--- config.mk ---
export PLATFORM = sky130hd
export DESIGN_NAME = pipe_run_controller
export DESIGN_NICKNAME = d
export VERILOG_FILES = /design/src/rtl/pipe_run_pkg.sv /design/src/rtl/hart_halt_detector.sv /design/src/rtl/pipe_run_controller.sv
export SDC_FILE = /design/constraint.sdc
export NUM_CORES = 1
export LEC_CHECK = 0
export ABC_AREA = 1
export ABC_CLOCK_PERIOD_IN_PS = 3300
export CAP_MARGIN = 0
export CORE_MARGIN = 4
export CORE_UTILIZATION = 35
export DETAILED_ROUTE_END_ITERATION = 6
export HOLD_SLACK_MARGIN = 0.15
export PLACE_DENSITY_LB_ADDON = 0.15
export SYNTH_ARGS = -nofsm -noshare
export SYNTH_HDL_FRONTEND = slang
export SYNTH_SLANG_ARGS = --single-unit
--- constraint.sdc ---
create_clock -name dclk -period 3.3 [get_ports dclk]
set_clock_uncertainty 0.15 [all_clocks]
set_input_delay 0.99 -clock dclk [delete_from_list [all_inputs] [get_ports dclk]]
set_output_delay 0.99 -clock dclk [all_outputs]
set_load 0.005 [all_outputs]
--- src/rtl/pipe_run_pkg.sv ---
// Shared types and helpers for the run/halt supervisor.
package pipe_run_pkg;

   typedef enum logic [2:0] {IDLE, RST, RUN, DRAIN, DONE} run_state_t;

   // Saturating add; w is the live width of the result, up to 64 bits.
   function automatic logic [63:0] sat_add(input logic [63:0] a, input logic [63:0] b,
                                           input int unsigned w);
      logic [64:0] sum;
      logic [63:0] lim;
      lim = {64{1'b1}} >> (64 - w);
      sum = {1'b0, a} + {1'b0, b};
      return (sum > {1'b0, lim}) ? lim : sum[63:0];
   endfunction

endpackage

--- src/rtl/hart_halt_detector.sv ---
// Per-hart halt detection: ecall or a run of LOOP_LIMIT retires at the same PC.
// halted_nxt/pass_nxt expose this cycle's post-update view so the top sees a halt without delay.
module hart_halt_detector #(
   parameter int XLEN       = 32,
   parameter int LOOP_LIMIT = 8
) (
   input  logic            dclk,
   input  logic            dreset_n,
   input  logic            clear,
   input  logic            enable,
   input  logic            retire_valid,
   input  logic [XLEN-1:0] retire_pc,
   input  logic            retire_ecall,
   input  logic [XLEN-1:0] retire_a0,
   output logic            halted,
   output logic            halted_nxt,
   output logic            pass_nxt
);
   localparam int LW = $clog2(LOOP_LIMIT + 1);

   logic [XLEN-1:0] last_pc;
   logic            pc_valid;
   logic [LW-1:0]   loop_cnt;
   logic [LW-1:0]   loop_nxt;
   logic            hart_pass;
   logic            fire;
   logic            hit;

   always_comb begin
      fire       = enable && retire_valid && !halted;
      loop_nxt   = (pc_valid && retire_pc == last_pc) ? loop_cnt + 1'b1 : LW'(1);
      hit        = fire && (retire_ecall || loop_nxt == LW'(LOOP_LIMIT));
      halted_nxt = halted || hit;
      pass_nxt   = hit ? (retire_a0 == '0) : hart_pass;
   end

   always_ff @(posedge dclk or negedge dreset_n) begin
      if (!dreset_n) begin
         last_pc   <= '0;
         pc_valid  <= 1'b0;
         loop_cnt  <= '0;
         halted    <= 1'b0;
         hart_pass <= 1'b0;
      end else if (clear) begin
         last_pc   <= '0;
         pc_valid  <= 1'b0;
         loop_cnt  <= '0;
         halted    <= 1'b0;
         hart_pass <= 1'b0;
      end else if (fire) begin
         last_pc   <= retire_pc;
         pc_valid  <= 1'b1;
         loop_cnt  <= loop_nxt;
         halted    <= halted_nxt;
         hart_pass <= pass_nxt;
      end
   end

endmodule

--- src/rtl/pipe_run_controller.sv ---
// Run/halt supervisor: sequences core reset, counts RUN cycles and retirements,
// waits for every hart to halt (or the cycle budget to expire), drains, then reports.
//
//   state | meaning
//   IDLE  | after reset, cores held in reset, waiting for start
//   RST   | cores held in reset for RST_CYCLES
//   RUN   | cores running, counting, watching for halts
//   DRAIN | all harts halted, pipeline drains for DRAIN_CYCLES
//   DONE  | results valid, cores back in reset, start re-arms
import pipe_run_pkg::*;

module pipe_run_controller #(
   parameter int XLEN         = 32,
   parameter int NUM_HARTS    = 1,
   parameter int RST_CYCLES   = 2,
   parameter int MAX_CYCLES   = 400,
   parameter int LOOP_LIMIT   = 8,
   parameter int DRAIN_CYCLES = 5,
   parameter int CNT_W        = 32
) (
   input  logic                      dclk,
   input  logic                      dreset_n,
   input  logic                      start,
   input  logic [NUM_HARTS-1:0]      retire_valid,
   input  logic [NUM_HARTS*XLEN-1:0] retire_pc,
   input  logic [NUM_HARTS-1:0]      retire_ecall,
   input  logic [NUM_HARTS*XLEN-1:0] retire_a0,
   output logic                      core_rst_n,
   output logic                      running,
   output logic                      done,
   output logic                      pass,
   output logic                      timeout,
   output logic [CNT_W-1:0]          cycle_count,
   output logic [CNT_W-1:0]          retire_count
);
   localparam int TMAX       = (RST_CYCLES > DRAIN_CYCLES) ? RST_CYCLES : DRAIN_CYCLES;
   localparam int TW         = $clog2(TMAX + 1);
   localparam int DRAIN_LOAD = (DRAIN_CYCLES > 0) ? DRAIN_CYCLES - 1 : 0;

   run_state_t           state;
   logic [TW-1:0]        tmr;
   logic [NUM_HARTS-1:0] halted;
   logic [NUM_HARTS-1:0] halted_nxt;
   logic [NUM_HARTS-1:0] hpass_nxt;
   logic                 accept;
   logic                 all_halted;
   logic [63:0]          pop;
   logic [CNT_W-1:0]     cyc_inc;
   logic [CNT_W-1:0]     ret_inc;

   assign accept = start && (state == IDLE || state == DONE);

   for (genvar h = 0; h < NUM_HARTS; h++) begin : g_hart
      hart_halt_detector #(.XLEN(XLEN), .LOOP_LIMIT(LOOP_LIMIT)) u_det (
         .dclk         (dclk),
         .dreset_n     (dreset_n),
         .clear        (accept),
         .enable       (state == RUN),
         .retire_valid (retire_valid[h]),
         .retire_pc    (retire_pc[h*XLEN +: XLEN]),
         .retire_ecall (retire_ecall[h]),
         .retire_a0    (retire_a0[h*XLEN +: XLEN]),
         .halted       (halted[h]),
         .halted_nxt   (halted_nxt[h]),
         .pass_nxt     (hpass_nxt[h])
      );
   end

   // Retires from already-halted harts are not counted.
   always_comb begin
      pop = '0;
      for (int h = 0; h < NUM_HARTS; h++) pop = pop + 64'(retire_valid[h] & ~halted[h]);
      all_halted = &halted_nxt;
      cyc_inc    = CNT_W'(sat_add(64'(cycle_count), 64'd1, CNT_W));
      ret_inc    = CNT_W'(sat_add(64'(retire_count), pop, CNT_W));
   end

   always_ff @(posedge dclk or negedge dreset_n) begin
      if (!dreset_n) begin
         state        <= IDLE;
         tmr          <= '0;
         core_rst_n   <= 1'b0;
         running      <= 1'b0;
         done         <= 1'b0;
         pass         <= 1'b0;
         timeout      <= 1'b0;
         cycle_count  <= '0;
         retire_count <= '0;
      end else begin
         case (state)
            IDLE, DONE: if (start) begin
               state        <= RST;
               tmr          <= TW'(RST_CYCLES - 1);
               done         <= 1'b0;
               pass         <= 1'b0;
               timeout      <= 1'b0;
               cycle_count  <= '0;
               retire_count <= '0;
            end
            RST: if (tmr == '0) begin
               state      <= RUN;
               core_rst_n <= 1'b1;
               running    <= 1'b1;
            end else begin
               tmr <= tmr - 1'b1;
            end
            RUN: begin
               cycle_count  <= cyc_inc;
               retire_count <= ret_inc;
               // A halt completing on the budget's last cycle takes priority over timeout.
               if (all_halted) begin
                  running <= 1'b0;
                  if (DRAIN_CYCLES == 0) begin
                     state      <= DONE;
                     core_rst_n <= 1'b0;
                     done       <= 1'b1;
                     pass       <= &hpass_nxt;
                  end else begin
                     state <= DRAIN;
                     tmr   <= TW'(DRAIN_LOAD);
                  end
               end else if (cyc_inc == CNT_W'(MAX_CYCLES)) begin
                  state      <= DONE;
                  running    <= 1'b0;
                  core_rst_n <= 1'b0;
                  done       <= 1'b1;
                  timeout    <= 1'b1;
                  pass       <= 1'b0;
               end
            end
            DRAIN: if (tmr == '0) begin
               state      <= DONE;
               core_rst_n <= 1'b0;
               done       <= 1'b1;
               pass       <= &hpass_nxt;
            end else begin
               tmr <= tmr - 1'b1;
            end
            default: state <= IDLE;
         endcase
      end
   end

endmodule

# Word-level counts from Yosys, hierarchy flattened
# Cells that the tools add are included.
totals:
  reg_bits: 114
  latch_bits: 0
  ramBits: 0
  romBits: 0
  input_bits: 69
  out_inout_bits: 69
  word_cells: 104
  memories: 0
op_classes:
  addsub: 4
  multipliers: 0
  n_div: 0
  n_lt_le_gt_ge: 2
  n_eq_ne: 15
  n_shift: 0
  n_mux: 40
  bitwise_logic: 2
  n_reduce_logical: 27
ops:
  columns: ["op", "count"]
  rows:
  - ["two-way mux 32 bit", 5]
  - ["case mux 32 bit (2 select lines)", 2]
  - ["adder 32 x 64 -> 65 bit", 1]
  - ["> comparator 65 x 32 -> 1 bit, second input constant", 1]
  - ["bitwise AND 1 x 64 -> 64 bit", 1]
  - ["NOT 1 -> 64 bit", 1]
  - ["adder 32 x 1 -> 33 bit, second input constant", 1]
  - ["> comparator 33 x 32 -> 1 bit, second input constant", 1]
  - ["== test 32 bit", 1]
  - ["== test 32 x 9 -> 1 bit, second input constant", 1]
  - ["zero test 32 bit", 1]
  - ["two-way mux 3 bit", 7]
  - ["two-way mux 1 bit", 16]
  - ["inequality test 2 bit, second input constant", 7]
  - ["two-way mux 4 bit", 3]
  - ["case mux 3 bit (4 select lines)", 1]
  - ["AND reduction 4 bit", 3]
  - ["AND reduction 5 bit", 2]
  - ["case mux 1 bit (3 select lines)", 3]
  - ["case mux 3 bit (3 select lines)", 1]
  - ["nonzero test 3 bit", 3]
  - ["== test 3 x 2 -> 1 bit, second input constant", 2]
  - ["zero test 3 bit", 2]
  - ["nonzero test 2 bit", 3]
  - ["13 further kinds", 21]

# Depth between registers and ports, before layout
logic_depth:
  word_depth: 9
  depth_mapped: 20
  depth_no_buf: 20

# By module
# A second synthesis with hierarchy kept.
hier_totals:
  hier_cells: 1103
  hier_area_um2: 7582.3
by_module_without_submodules:
  columns: ["mod", "n_inst", "cells_per_inst", "area_each_um2", "seq_area_each_um2"]
  rows:
  - ["pipe_run_controller", 1, 821, 5461.5, 1876.8]
  - ["hart_halt_detector", 1, 282, 2120.8, 975.9]

# Worst setup path before layout
# No wires, ideal clock.
synth_timing:
  kind: "input to register"
  start: "in retire_valid"
  end: "reg retire_count[28]"
  setup_time_ns: 0.064
  arrival_time_ns: 2.983
  required_ns: 3.086
  path_slack_ns: 0.103
  path_stages: 14
  n_path_buf: 1
  path_cell_list: "inv_1 -> nor2_1 -> ha_1 -> ha_1 -> nand3_1 -> nor4_4 -> nand4_1 -> nor3_2 -> nand3_1 -> nor4_4 -> inv_2 -> buf_2 -> a21oi_1 -> a21o_1"
synth_via:
  elab_chain_len: 5
synth_rtl:
  columns: ["element", "line_no", "source"]
  rows:
  - ["from (decl)", "pipe_run_controller.sv:24", "input logic [NUM_HARTS-1:0] retire_valid,"]
  - ["bitwise AND 1 x 64 -> 64 bit (*)", "pipe_run_controller.sv:72", "for (int h = 0; h < NUM_HARTS; h++) pop = pop + 64'(retire_valid[h] & ~halted[h]);"]
  - ["adder 32 x 64 -> 65 bit (*)", "pipe_run_pkg.sv:12", "sum = {1'b0, a} + {1'b0, b};"]
  - ["> comparator 65 x 32 -> 1 bit", "pipe_run_pkg.sv:13", "return (sum > {1'b0, lim}) ? lim : sum[63:0];"]
  - ["two-way mux 32 bit (*)", "pipe_run_pkg.sv:13", null]
  - ["case mux 32 bit (2 select lines) (*)", "pipe_run_controller.sv:90", "case (state)"]
  - ["to (signal assigned)", "pipe_run_controller.sv:109", "retire_count <= ret_inc;"]
  - ["to (decl)", "pipe_run_controller.sv:34", "output logic [CNT_W-1:0] retire_count"]
# Mark *: on every way between the ends. The rest lies on a longest branch, timed or not.
# A chain may end at the register's enable or synchronous reset.

# Worst setup path after layout
layout_timing:
  start: "in retire_valid"
  end: "reg retire_count[29]"
# The elaborated chain is that of the path after synthesis.

==> reports/metrics.yaml <==
outcome: "complete, no violations"
num_vias: 7086
fmax_ghz: 0.323
cts_tree: "done"
die_area_um2: 22800
dp_slack_ns: -0.604
die_y_um: 151
setup.worst_path.end: "retire_count[29]"
insertion_delay_ns: 0.41
drt_iter0_markers: 348
synth_area_leaders: "dfrtp_1, nand2_1, o21ai_0, inv_1, nor2_1"
diodes: 0
io_pins: 138
wirelength_um: 21400
ff2ff_path_depth: 16
timing.setup.tns_ns: 0
r2r_start: "cycle_count[1]"
hold_viol_final: 0
p_sw_share_pct: 33.8
drive_gt1_share_pct: 8.76
worstPathMaxFanout: 3
setup_ws_ns: 0.207
place_area_um2: 9040
hp-class: "reg2reg"
synthMuxAreaShare_pct: 0
holdWs_ns: 0.326
yosys_warnings: 0
startpoint: "retire_valid"
final_area_um2: 9670
synth_top_area_share_pct: 39.8
switching_power_w: 0.00167
drv_slew: 0
final_nets: 1275
pwr-share-seq_pct: 37.1
total_leakage_power_nw: 4.41
grt_remaining_overflow: 0
path_depth: 15
layout_common_cells: "nand2_1, inv_1, clkdlybuf4s50_1"
synth_top_area_cell: "dfrtp_1"
syn_avg_cell_area_um2: 6.95
final-setup-viol-count: 0
start_util_pct: 35.5
rows: 52
cellInternalPower_w: 0.00327
critPathRequiredTime_ns: 3.46
power_density_nw_per_um2: 510
cp.buffers_inverters: 2
io_buffers: 137
multiInputGateArea_um2: 3700
grt_pass1_vias: 6968
crit_slowest_cell: "nor3_1"
tightest_slew_ns: 0.547
synthDistinctLibCells: 40
final_common_cell: "nand2_1"
cpPeakStageDelay_ns: 0.32
end_kind: "flip-flop"
synth-simple-area-share_pct: 33.1
avgViaCountPerCell: 4.79
clock-sinks: 114
r2r_slack_ns: 0.34
ys_ff_latch: 114
syn_nets: 1106
die_w_um: 151
mappedNetlistArea_um2: 7160
dr.pass1.iters: 5
grt_use_total_pct: 19.6
cts_max_level: 4
power_frac_comb_pct: 28.8
yosysSeqAreaShare_pct: 39.8
criticalPathCategory: "in2reg"
maxCapViolCount: 0
routabilityCongestion: 0.903
crit_family: "simple AND/OR/NAND/NOR gates"
ir_worst_vdd_v: 0.000403
grt_max_degree: 56
synth_top_family_by_area: "simple AND/OR/NAND/NOR gates"
rr_endpoint: "timeout"
antenna_found_initial: 0
synth-compound-area-share_pct: 11.8
nFillCells: 2057
drc: 0
grt_pass1_wl_um: 35600
cts_made_buffers: 17
period_share_pct: 93.7
hold_buffers: 0
power_frac_clock_pct: 34.2
place_hpwl_um: 16000
clockBufferDepth: 2
critPathLaunchType: "input pin"
synthAdderAreaFrac_pct: 1.22
ff_latch_area_um2: 2850
arrival_ns: 3.25
root_buffer: "clkbuf_16"
syn2layout_area_growth_pct: 35.0
timing.slew.headroom_pct: 63.4
path_clk_slew_ns: 0.06
wire_per_inst_um: 14.4
postRouteAntennaNets: 0
path_cells: "clkdlybuf4s15_2 -> inv_1 -> nor2_2 -> ha_2 -> nand2_1 -> nor2_1 -> nand3_1 -> nor3_2 -> nand2_1 -> nor3_1 -> nand4_1 -> nor2_1 -> xnor2_1 -> a21oi_1 -> a21o_1"
rsz0062_at_grt: "true"
fin_crit_ns: 3.09
synthXorXnorAreaFrac_pct: 4.89
synthCells: 1030
core-area_um2: 20200
per-layer routing:
| layer | vias to the layer above | track usage, % | routed length, µm |
|---|---|---|---|
| met1 | 3270 | 26.0 | 9900 |
| met4 | 0 | 5.30 | 348 |
| li1 | 3644 | - | - |
| met3 | 29 | 3.83 | 870 |
| met5 | - | 0 | 0 |
| met2 | 143 | 32.7 | 10300 |
power by group through the flow:
stage               combinational [W]  clock, W  sequential, W
global placement              0.00142         0        0.00184
CTS                           0.00145   0.00173        0.00183
finish                        0.00142   0.00169        0.00183
detailed placement            0.00145         0        0.00184
floorplan                    0.000879         0        0.00180
global route                  0.00164   0.00180        0.00186
repair_timing:
action | in CTS | in global routing
pin swaps | 6 | 5
resized for setup | 14 | 1
cloned | 2 | 0
endpoints found under the setup margin | 32 | 32
setup buffers | 4 | 0
worst register-to-register path, delay by kind of cell (launching register included):
family / cells / cell delay [ns]
XOR/XNOR: 1 / 0.27
AND/OR/NAND/NOR: 13 / 1.60
AO/OA/AOI/OAI: 1 / 0.06
flip-flops: 1 / 0.47
adder cells (fa/ha/maj): 1 / 0.27
stage by stage:
stage / total power [W] / utilization, % / std cells
CTS: 0.00500 / 47.9 / 1480
global placement: 0.00327 / 44.8 / 1444
floorplan: 0.00268 / - / 1030
finish: 0.00494 / 48.0 / 1480
global route: 0.00531 / 48.0 / 1480
detailed placement: 0.00329 / 44.8 / 1444
state kept, by name, summed over array words and instances, names as in the netlist, 3 cells and up:
| register | count |
|---|---|
| g_hart.u_det.loop_cnt | 4 |
| cycle_count | 32 |
| retire_count | 32 |
| g_hart.u_det.last_pc | 32 |
| state | 3 |
| tmr | 3 |
cell usage after synthesis:
library cell and count:
a31oi_1 1, o211ai_1 1, o21ai_1 2, nor3_2 2
buf_1 1, dfrtp_1 114, nor4_1 9, nor3_1 26
o22ai_1 22, o21ai_0 110, nand3_1 57, xor2_1 33
nor3b_1 1, ha_1 7, nor2_2 4, nand3b_1 3
nand2_4 2, buf_2 2, nor2_4 6, nor2b_1 1
nor4_4 2, clkbuf_4 1, buf_4 2, a21oi_1 14
clkbuf_1 19, inv_2 2, nand3_2 1, a21o_1 4
nand2_2 10, nand4_1 17, xnor2_1 7, or2_2 1
nand2_1 293, o221ai_1 1, a22o_1 3, clkinv_1 2
inv_1 141, clkbuf_2 1, nor2_1 104, and2_1 1
logic make-up (layout without fill, tap and decap cells):
group,after synthesis,after routing
AO/OA/AOI/OAI,158,158
AND/OR/NAND/NOR,540,540
XOR/XNOR,40,40
buffers and inverters,171,351
adder cells (fa/ha/maj),7,7
flip-flops,114,114
how the worst min path moves through the flow:
| stage | startpoint | endpoint | slack, ns | cells past startpoint |
|---|---|---|---|---|
| 2_1_floorplan | core_rst_n | core_rst_n | 0.31 | 2 |
| 3_3_place_gp | pass | pass | 0.31 | 2 |
| 3_5_place_dp | core_rst_n | core_rst_n | 0.32 | 2 |
| 4_1_cts | core_rst_n | core_rst_n | 0.33 | 2 |
| 5_1_grt | pass | pass | 0.37 | 2 |
| 6_report | core_rst_n | core_rst_n | 0.33 | 2 |
final cells by class:
type,instances,share of cell area [%]
clock buffer,25,5.23
inverter,145,5.77
sequential,114,29.5
clock inverter,5,0.285
timing repair buffer,174,17.3
timing repair inverter,2,0.129
multi-input combinational,745,38.3
tap,270,3.49
Power figures use the tool's default switching activity.
